--- src/rtl/n64_pkg.sv ---
// Shared types and timing constants for the N64 controller line PHY.
// Durations are in microseconds and are scaled by CYCLES_PER_US inside the PHY.
package n64_pkg;

  typedef enum logic [2:0] {
    ST_IDLE         = 3'd0,
    ST_TX_BIT       = 3'd1,
    ST_TX_STOP      = 3'd2,
    ST_RX_WAIT_FALL = 3'd3,
    ST_RX_SAMPLE    = 3'd4,
    ST_RX_WAIT_RISE = 3'd5,
    ST_FINISH       = 3'd6
  } n64_state_e;

  localparam int unsigned SHORT_LOW_US = 1;
  localparam int unsigned LONG_LOW_US  = 3;
  localparam int unsigned BIT_US       = 4;
  localparam int unsigned STOP_US      = 3;
  localparam int unsigned SAMPLE_US    = 2;
  localparam int unsigned MAX_RX_BITS  = 32;
  localparam int unsigned LEN_W        = 6;
  localparam int unsigned CMD_BITS     = 8;

  // Out-of-range response lengths collapse to a full 32-bit response.
  function automatic logic [LEN_W-1:0] eff_len(input logic [LEN_W-1:0] len);
    if (len == '0 || len > LEN_W'(MAX_RX_BITS)) return LEN_W'(MAX_RX_BITS);
    return len;
  endfunction

endpackage

--- src/rtl/n64_pin_sync.sv ---
// Two-flop synchronizer for the controller data line plus falling-edge detect.
// All flops reset to 1 so the idle (pulled-up) line never shows a false edge.
module n64_pin_sync (
  input  logic clk,
  input  logic rst_n,
  input  logic pin_in,
  output logic line,
  output logic fall_c
);

  logic meta_q, meta_d;
  logic sync_q, sync_d;
  logic prev_q, prev_d;

  always_comb begin
    meta_d = pin_in;
    sync_d = meta_q;
    prev_d = sync_q;
  end

  always_ff @(posedge clk) begin
    if (!rst_n) begin
      meta_q <= 1'b1;
      sync_q <= 1'b1;
      prev_q <= 1'b1;
    end else begin
      meta_q <= meta_d;
      sync_q <= sync_d;
      prev_q <= prev_d;
    end
  end

  assign line   = sync_q;
  assign fall_c = prev_q & ~sync_q;

endmodule

--- src/rtl/n64_line_phy.sv ---
// N64 controller line PHY: sends an 8-bit command on the open-drain line,
// then collects a response of rx_len bits with a gap timeout.
module n64_line_phy
  import n64_pkg::*;
#(
  parameter int unsigned CYCLES_PER_US = 100,
  parameter int unsigned TIMEOUT_US    = 100
) (
  input  logic        PCLK,
  input  logic        PRESERN,
  input  logic        start,
  input  logic [7:0]  cmd_byte,
  input  logic [5:0]  rx_len,
  input  logic        pin_in,
  output logic        pin_oe,
  output logic        busy,
  output logic        done,
  output logic        timeout,
  output logic [31:0] rx_data
);

  localparam int unsigned SHORT_CYC  = SHORT_LOW_US * CYCLES_PER_US;
  localparam int unsigned LONG_CYC   = LONG_LOW_US * CYCLES_PER_US;
  localparam int unsigned BIT_CYC    = BIT_US * CYCLES_PER_US;
  localparam int unsigned STOP_CYC   = STOP_US * CYCLES_PER_US;
  localparam int unsigned SAMPLE_CYC = SAMPLE_US * CYCLES_PER_US;
  localparam int unsigned TO_CYC     = TIMEOUT_US * CYCLES_PER_US;
  localparam int unsigned MAX_CYC    = (TO_CYC > BIT_CYC) ? TO_CYC : BIT_CYC;
  localparam int unsigned CNT_W      = $clog2(MAX_CYC + 1);

  n64_state_e        state_q, state_d;
  logic [CNT_W-1:0]  cnt_q, cnt_d;
  logic [LEN_W-1:0]  bits_q, bits_d;
  logic [LEN_W-1:0]  len_q, len_d;
  logic [7:0]        cmd_q, cmd_d;
  logic [31:0]       rx_data_q, rx_data_d;
  logic              pin_oe_q, pin_oe_d;
  logic              busy_q, busy_d;
  logic              done_q, done_d;
  logic              timeout_q, timeout_d;
  logic              line;
  logic              fall_c;

  n64_pin_sync u_sync (
    .clk    (PCLK),
    .rst_n  (PRESERN),
    .pin_in (pin_in),
    .line   (line),
    .fall_c (fall_c)
  );

  // pin_oe_d is derived from the post-increment count so the registered
  // output lines up with the cycle that count describes.
  always_comb begin
    state_d   = state_q;
    cnt_d     = cnt_q;
    bits_d    = bits_q;
    len_d     = len_q;
    cmd_d     = cmd_q;
    rx_data_d = rx_data_q;
    pin_oe_d  = 1'b0;
    busy_d    = busy_q;
    done_d    = 1'b0;
    timeout_d = 1'b0;

    case (state_q)
      ST_IDLE: begin
        busy_d = 1'b0;
        if (start) begin
          cmd_d     = cmd_byte;
          len_d     = eff_len(rx_len);
          rx_data_d = '0;
          cnt_d     = '0;
          bits_d    = '0;
          busy_d    = 1'b1;
          pin_oe_d  = 1'b1;
          state_d   = ST_TX_BIT;
        end
      end
      ST_TX_BIT: begin
        pin_oe_d = 1'b1;
        if (cnt_q == CNT_W'(BIT_CYC - 1)) begin
          cnt_d = '0;
          if (bits_q == LEN_W'(CMD_BITS - 1)) begin
            bits_d  = '0;
            state_d = ST_TX_STOP;
          end else begin
            bits_d = bits_q + LEN_W'(1);
            cmd_d  = {cmd_q[6:0], 1'b0};
          end
        end else begin
          cnt_d    = cnt_q + CNT_W'(1);
          pin_oe_d = cnt_d < (cmd_q[7] ? CNT_W'(SHORT_CYC) : CNT_W'(LONG_CYC));
        end
      end
      ST_TX_STOP: begin
        if (cnt_q == CNT_W'(STOP_CYC - 1)) begin
          cnt_d   = '0;
          state_d = ST_RX_WAIT_FALL;
        end else begin
          cnt_d    = cnt_q + CNT_W'(1);
          pin_oe_d = cnt_d < CNT_W'(SHORT_CYC);
        end
      end
      ST_RX_WAIT_FALL: begin
        if (fall_c) begin
          cnt_d   = '0;
          state_d = ST_RX_SAMPLE;
        end else if (cnt_q == CNT_W'(TO_CYC - 1)) begin
          cnt_d     = '0;
          timeout_d = 1'b1;
          busy_d    = 1'b0;
          state_d   = ST_IDLE;
        end else begin
          cnt_d = cnt_q + CNT_W'(1);
        end
      end
      ST_RX_SAMPLE: begin
        if (cnt_q == CNT_W'(SAMPLE_CYC - 1)) begin
          rx_data_d = {rx_data_q[30:0], line};
          bits_d    = bits_q + LEN_W'(1);
          cnt_d     = '0;
          state_d   = ST_RX_WAIT_RISE;
        end else begin
          cnt_d = cnt_q + CNT_W'(1);
        end
      end
      ST_RX_WAIT_RISE: begin
        if (line) begin
          cnt_d   = '0;
          state_d = (bits_q == len_q) ? ST_FINISH : ST_RX_WAIT_FALL;
        end else if (cnt_q == CNT_W'(TO_CYC - 1)) begin
          cnt_d     = '0;
          timeout_d = 1'b1;
          busy_d    = 1'b0;
          state_d   = ST_IDLE;
        end else begin
          cnt_d = cnt_q + CNT_W'(1);
        end
      end
      ST_FINISH: begin
        done_d  = 1'b1;
        busy_d  = 1'b0;
        state_d = ST_IDLE;
      end
      default: begin
        busy_d  = 1'b0;
        state_d = ST_IDLE;
      end
    endcase
  end

  always_ff @(posedge PCLK) begin
    if (!PRESERN) begin
      state_q   <= ST_IDLE;
      cnt_q     <= '0;
      bits_q    <= '0;
      len_q     <= '0;
      cmd_q     <= '0;
      rx_data_q <= '0;
      pin_oe_q  <= 1'b0;
      busy_q    <= 1'b0;
      done_q    <= 1'b0;
      timeout_q <= 1'b0;
    end else begin
      state_q   <= state_d;
      cnt_q     <= cnt_d;
      bits_q    <= bits_d;
      len_q     <= len_d;
      cmd_q     <= cmd_d;
      rx_data_q <= rx_data_d;
      pin_oe_q  <= pin_oe_d;
      busy_q    <= busy_d;
      done_q    <= done_d;
      timeout_q <= timeout_d;
    end
  end

  assign pin_oe  = pin_oe_q;
  assign busy    = busy_q;
  assign done    = done_q;
  assign timeout = timeout_q;
  assign rx_data = rx_data_q;

endmodule

--- config.mk ---
export PLATFORM = sky130hd
export DESIGN_NAME = n64_line_phy
export DESIGN_NICKNAME = d
export VERILOG_FILES = /design/src/rtl/n64_pkg.sv /design/src/rtl/n64_pin_sync.sv /design/src/rtl/n64_line_phy.sv
export SDC_FILE = /design/constraint.sdc
export NUM_CORES = 1
export LEC_CHECK = 0
export ABC_CLOCK_PERIOD_IN_PS = 4940
export CAP_MARGIN = 20
export CORE_ASPECT_RATIO = 1.25
export CORE_UTILIZATION = 28
export CTS_CLUSTER_DIAMETER = 150
export DETAILED_ROUTE_END_ITERATION = 10
export GPL_ROUTABILITY_DRIVEN = 0
export SLEW_MARGIN = 20
export SYNTH_ARGS = -nofsm -noshare
export SYNTH_HDL_FRONTEND = slang
export SYNTH_SLANG_ARGS = --single-unit
--- constraint.sdc ---
create_clock -name PCLK -period 4.94 [get_ports PCLK]
set_input_delay 0.494 -clock PCLK [delete_from_list [all_inputs] [get_ports PCLK]]
set_output_delay 0.494 -clock PCLK [all_outputs]
set_load 0.01 [all_outputs]
==> results of run 1 <==
[state kept, by name, summed over array words and instances (netlist names)]
register       cells
pin_oe             1
u_sync.meta_q      1
busy               1
state_q            3
rx_data           32
cmd_q              8
bits_q             6
done               1
u_sync.prev_q      1
timeout            1
len_q              6
cnt_q             14
u_sync.line        1
[worst max path at each step]
stage | to | cells past startpoint
2_1_floorplan | cnt_q[8] | 10
3_3_place_gp | rx_data[0] | 7
3_5_place_dp | rx_data[21] | 7
4_1_cts | rx_data[10] | 7
5_1_grt | rx_data[21] | 7
6_report | cnt_q[12] | 6
[per-stage QoR]
| step | util, % | setup WS, ps | area [µm²] | total power (µW) | hold slack (ps) |
|---|---|---|---|---|---|
| after floorplan | - | 2480 | 3820 | 730 | 386 |
| after global placement | 33.3 | 1960 | 4420 | 762 | 404 |
| after detailed placement | 33.3 | 1880 | 4420 | 764 | 402 |
| after CTS | 35.4 | 1850 | 4700 | 1390 | 421 |
| after global routing | 35.4 | 1510 | 4710 | 1430 | 428 |
| final | 35.4 | 1820 | 4710 | 1370 | 416 |
[per-layer routing]
layer | global-route usage, % | share of wire [%] | vias to the layer above
li1 | - | - | 1774
met1 | 17.1 | 45 | 1669
met2 | 22.3 | 50 | 85
met3 | 2.86 | 3.3 | 14
met4 | 6.01 | 2.0 | 0
met5 | 0 | 0 | -
[power by group through the flow]
stage               Combinational [µW]  Clock, µW  Sequential (µW)
floorplan                         82.1          0              648
global placement                   109          0              653
detailed placement                 111          0              654
CTS                                111        643              640
global route                       123        670              642
finish                             110        623              640
[synth_stat cells (2+ instances only)]
cell type | n | area [µm²]
a211oi_1 | 3 | 22.5
ha_1 | 5 | 62.6
o2111ai_1 | 3 | 26.3
nand3_1 | 52 | 260
or3_1 | 6 | 37.5
buf_6 | 3 | 33.8
nor4b_1 | 2 | 17.5
nor3_1 | 9 | 45.0
dfxtp_1 | 76 | 1520
nor2_1 | 45 | 169
nor3b_1 | 7 | 52.6
and2_1 | 3 | 18.8
nand2_1 | 73 | 274
a311oi_1 | 6 | 52.6
a22oi_1 | 5 | 37.5
clkbuf_1 | 25 | 93.8
nand4_1 | 5 | 31.3
buf_1 | 3 | 11.3
nor2b_1 | 2 | 12.5
a21oi_1 | 42 | 210
a21boi_0 | 2 | 15.0
inv_1 | 8 | 30.0
a31oi_1 | 10 | 62.6
xor2_1 | 10 | 87.6
nand4b_1 | 3 | 26.3
mux2i_1 | 2 | 20.0
buf_2 | 5 | 25.0
o22ai_1 | 3 | 18.8
xnor2_1 | 6 | 52.6
o21ai_1 | 7 | 35.0
and3_1 | 3 | 18.8
nor4_4 | 2 | 42.5
a211o_1 | 2 | 17.5
nand2b_1 | 6 | 37.5
buf_4 | 2 | 15.0
o21ai_0 | 6 | 30.0
[cell usage in the layout (no fill, tap or decap), drive strengths merged, types with 10 or more instances in the layout]
master and n:
clkdlybuf4s50 53, nor2 45, nand3 52, dfxtp 76, o21ai 13, a21oi 43
inv 11, a31oi 10, xor2 10, nand2 73
[worst max-delay path, cell delays in order, from the launching register on]
cell and delay (ps):
dfxtp_1 490, nor2_1 650, nand2_1 460, o22ai_1 330
a211o_1 530, or4b_1 480, o21ai_1 90
[cell type report]
cell class / count / share of cell area (%)
Clock buffer: 9 / 4.79
Clock inverter: 7 / 1.28
Inverter: 9 / 0.718
Multi-Input combinational cell: 359 / 44.4
Sequential cell: 76 / 32.3
Tap cell: 171 / 4.55
Timing Repair Buffer: 57 / 11.9
[cells by family after synthesis]
| family | share of synthesized area (%) |
|---|---|
| compound gates | 18.1 |
| flops | 39.8 |
| buf+inv | 5.57 |
| fa+ha+maj | 1.90 |
| mux | 0.819 |
| simple gates | 30.1 |
| xor+xnor | 3.67 |
==> metrics, run 1 <==
status completed; Leak Pwr 0.00156 µW; clock power share 45.4%; pwr/cell area 292 nW/µm²; Arr. time, crit path 3390 ps; Setup CP Type reg -> reg; fmax 320 MHz; # diodes 0; number of flops mapped to enable cells by yosys 0; Final Slew Violations 0; worst-path maximum fanout 18; Crit Reg-Reg Endpoint cnt_q[12]; CTS tree done; level count of the clock H-tree 3; Reg power frac 46.6%; Netlist cell types 66; postcts setup bufs 0; initial antenna violation count 0; hold endpoint u_sync.line; Reg2Reg Setup Slack 1820 ps; global-route wire length before repair 15500 µm; Post-route DRC 0; Sink Count 76; RSZ-0062 raised after global routing false; total die area 14100 µm²; Placed Cells incl. Taps 672; r2r worst-path depth 6; Die Y 133 µm; CORE AREA 13300 µm²; skew final 7.16 ps; vias in the first global route 3167; drt pass-1 iters 5; Rel. slew slack 29.4%; drt total wl 9460 µm; chip width 106 µm; synthesized area per cell 7.92 µm²; DRT iter0 DRCs 241; filler instances 1386; hold_buf cts 0; grt ovf 0; Max-cap violations 0; endpoints failing setup 0; DR WL/cell 13.7 µm; fraction of layout cells with a size suffix above 1 6.19%; Int Power 1020 µW; final-report hold violation count 0; layout overhead on the synthesized area 23.2%; Starting Density 28.7%; worst reg2reg startpoint state_q[1]; CP endpoint kind flop; GRT Total Usage 13.6%; Psw 356 µW; Hold Crit Class reg -> reg; cell row count 47; CP startpoint kind flop; Via density 5.15; Seq. cell area 1520 µm²; actual slew at the worst max-slew pin 1060 ps; required time of the critical path 5210 ps; period utilization 63.2%; non-filler cells, final 688; Seq/Total Area, Yosys 39.8%; HPWL Detailed 6530 µm; Final nets 535; Hold Crit Start u_sync.meta_q; largest net degree at the start of global routing 35; TritonCTS buffer count 9; Syn Inst Count 482; Final ANT Viol Nets 0; Comb power frac 8.0%; synthesized cell area 3820 µm²; area of the multi-input gates 2090 µm²; Worst-path clk slew 60 ps; Net Sw Frac 25.9%; cts repair resizes 0; ys async rst share 0%; Worst VDD drop 0.000167 V; syn nets 505; CTS Root Cell clkbuf_16; PortBufs 53; Synth Register Bits 76; CTS Buffer Depth 2; Critical Path Start state_q[1]; setup tns final 0 ps; DR vias 3542; Clk Latency, worst-skew pair 340 ps; number of top-level pins 54; Hold Path Depth 1; Main synth FF type dfxtp_1; synth warn 0; Min Clock Period, post-route 3120 ps
Note: power is estimated with default switching activity, not from simulation.
==> inputs of run 2 (changes only) <==
Settings changed: ABC_CLOCK_PERIOD_IN_PS 4940 to 3000.
Clock period 4.94 ns to 3 ns, I/O delays scaled along.
==> run 2 against run 1 <==
Core utilization rose by 0.82 points. Clock skew increased by 0.74 ps. Register-to-register slack lost 1400 ps. Via count shrank 0.40%. Global-route usage up 0.46 points. Sequential share of layout area down 0.73 points. Critical path type unchanged. Sequential power up 64%. Worst setup slack got worse by 1400 ps. Clock power up 69%.
==> metrics, run 2 (same netlist as run 1, synthesis figures left out) <==
status completed; layout overhead on the synthesized area 26.1%; worst-path maximum fanout 18; Final nets 549; CTS tree done; postcts setup bufs 0; Crit Reg-Reg Endpoint cnt_q[5]; chip width 106 µm; Worst-path clk slew 60 ps; Rel. slew slack 58.8%; actual slew at the worst max-slew pin 617 ps; Reg2Reg Setup Slack 440 ps; Worst path max stage delay 530 ps; RSZ-0062 raised after global routing false; pwr/cell area 476 nW/µm²; non-filler cells, final 702; DR vias 3528; CP startpoint kind flop; commonest non-fill, non-tap cell in the layout dfxtp_1; PortBufs 53; Clk Latency, worst-skew pair 340 ps; DR WL/cell 13.5 µm; fmax 391 MHz; CTS Buffer Depth 2; Setup CP Type reg -> reg; # diodes 0; skew final 7.90 ps; Leak Pwr 0.00162 µW; filler instances 1406; hold endpoint u_sync.line; endpoints failing setup 0; Final Slew Violations 0; Hold Crit Start u_sync.meta_q; Arr. time, crit path 2780 ps; period utilization 85.3%; CP endpoint kind flop; CORE AREA 13300 µm²; total die area 14100 µm²; Post-route DRC 0; Power Total 2290 µW; cell row count 47; HPWL Detailed 6690 µm; r2r worst-path depth 7; Placed Cells incl. Taps 686; fraction of layout cells with a size suffix above 1 8.47%; worst reg2reg startpoint cnt_q[0]; Top cell by count, worst path o22ai_1; TritonCTS buffer count 9; global-route wire length before repair 16100 µm; Hold Path Depth 1; Hold Crit Class reg -> reg; Worst VDD drop 0.000225 V; slowest CP cell a211o_1; CTS Root Cell clkbuf_16; Via density 5.03; largest net degree at the start of global routing 34; initial antenna violation count 0; Final ANT Viol Nets 0; setup tns final 0 ps; Starting Density 28.7%; final-report hold violation count 0; DRT iter0 DRCs 190; hold slack final 414 ps; Max-cap violations 0; level count of the clock H-tree 3; hold_buf cts 0; number of top-level pins 54; required time of the critical path 3220 ps; drt pass-1 iters 4; critical-path cell list ha_1 > or3b_4 > nor4_2 > o22ai_1 > a211o_1 > a31oi_1 > o22ai_1; grt ovf 0; Sink Count 76; GRT Total Usage 14.0%; max reg flops 32; most frequent cells in the layout dfxtp_1, nand2_1, clkdlybuf4s50_1; drt total wl 9470 µm; Die Y 133 µm; Min Clock Period, post-route 2560 ps; vias in the first global route 3394; cts repair resizes 0
[run 2: worst max-delay path, delay by kind of cell (launching register included)]
kind	cells	cell delay, ps
compound gates	4	1030
simple gates	2	780
flops	1	410
fa+ha+maj	1	210
[run 2: power by group]
group / switching, µW / total (µW) / internal (µW) / leakage [µW]
logic: 112 / 192 / 79.6 / 0.000867
registers: 21.9 / 1050 / 1030 / 0.000616
clock network: 467 / 1050 / 580 / 0.000140
[run 2: how the worst max path moves through the flow]
stage	cells past startpoint	to	startpoint
final	7	cnt_q[5]	cnt_q[0]
after detailed placement	7	cnt_q[6]	cnt_q[0]
after floorplan	10	cnt_q[8]	cnt_q[0]
after global routing	7	cnt_q[6]	cnt_q[0]
after CTS	7	cnt_q[5]	cnt_q[0]
after global placement	7	cnt_q[5]	cnt_q[0]
[run 2: area by class of cell]
cell class | count | area, µm² | share of cell area [%]
clock inverter | 7 | 65.1 | 1.35
clock buffer | 9 | 225 | 4.68
inverter | 9 | 33.8 | 0.702
multi-input combinational | 359 | 2090 | 43.4
sequential | 76 | 1520 | 31.6
tap | 171 | 214 | 4.44
timing repair buffer | 71 | 666 | 13.8
[run 2: routing by layer]
layer / track usage (%) / vias up / routed length [µm]
li1: - / 1804 / -
met4: 6.47 / 0 / 180
met1: 16.0 / 1648 / 4140
met5: 0 / - / 0
met3: 3.50 / 10 / 280
met2: 24.4 / 66 / 4860
[run 2: through the flow]
stage,setup slack [ps],area (µm²),util (%)
after floorplan,543,3820,-
after global placement,580,4520,34.0
after detailed placement,488,4520,34.0
after CTS,459,4810,36.2
after global routing,220,4810,36.2
final,441,4810,36.2
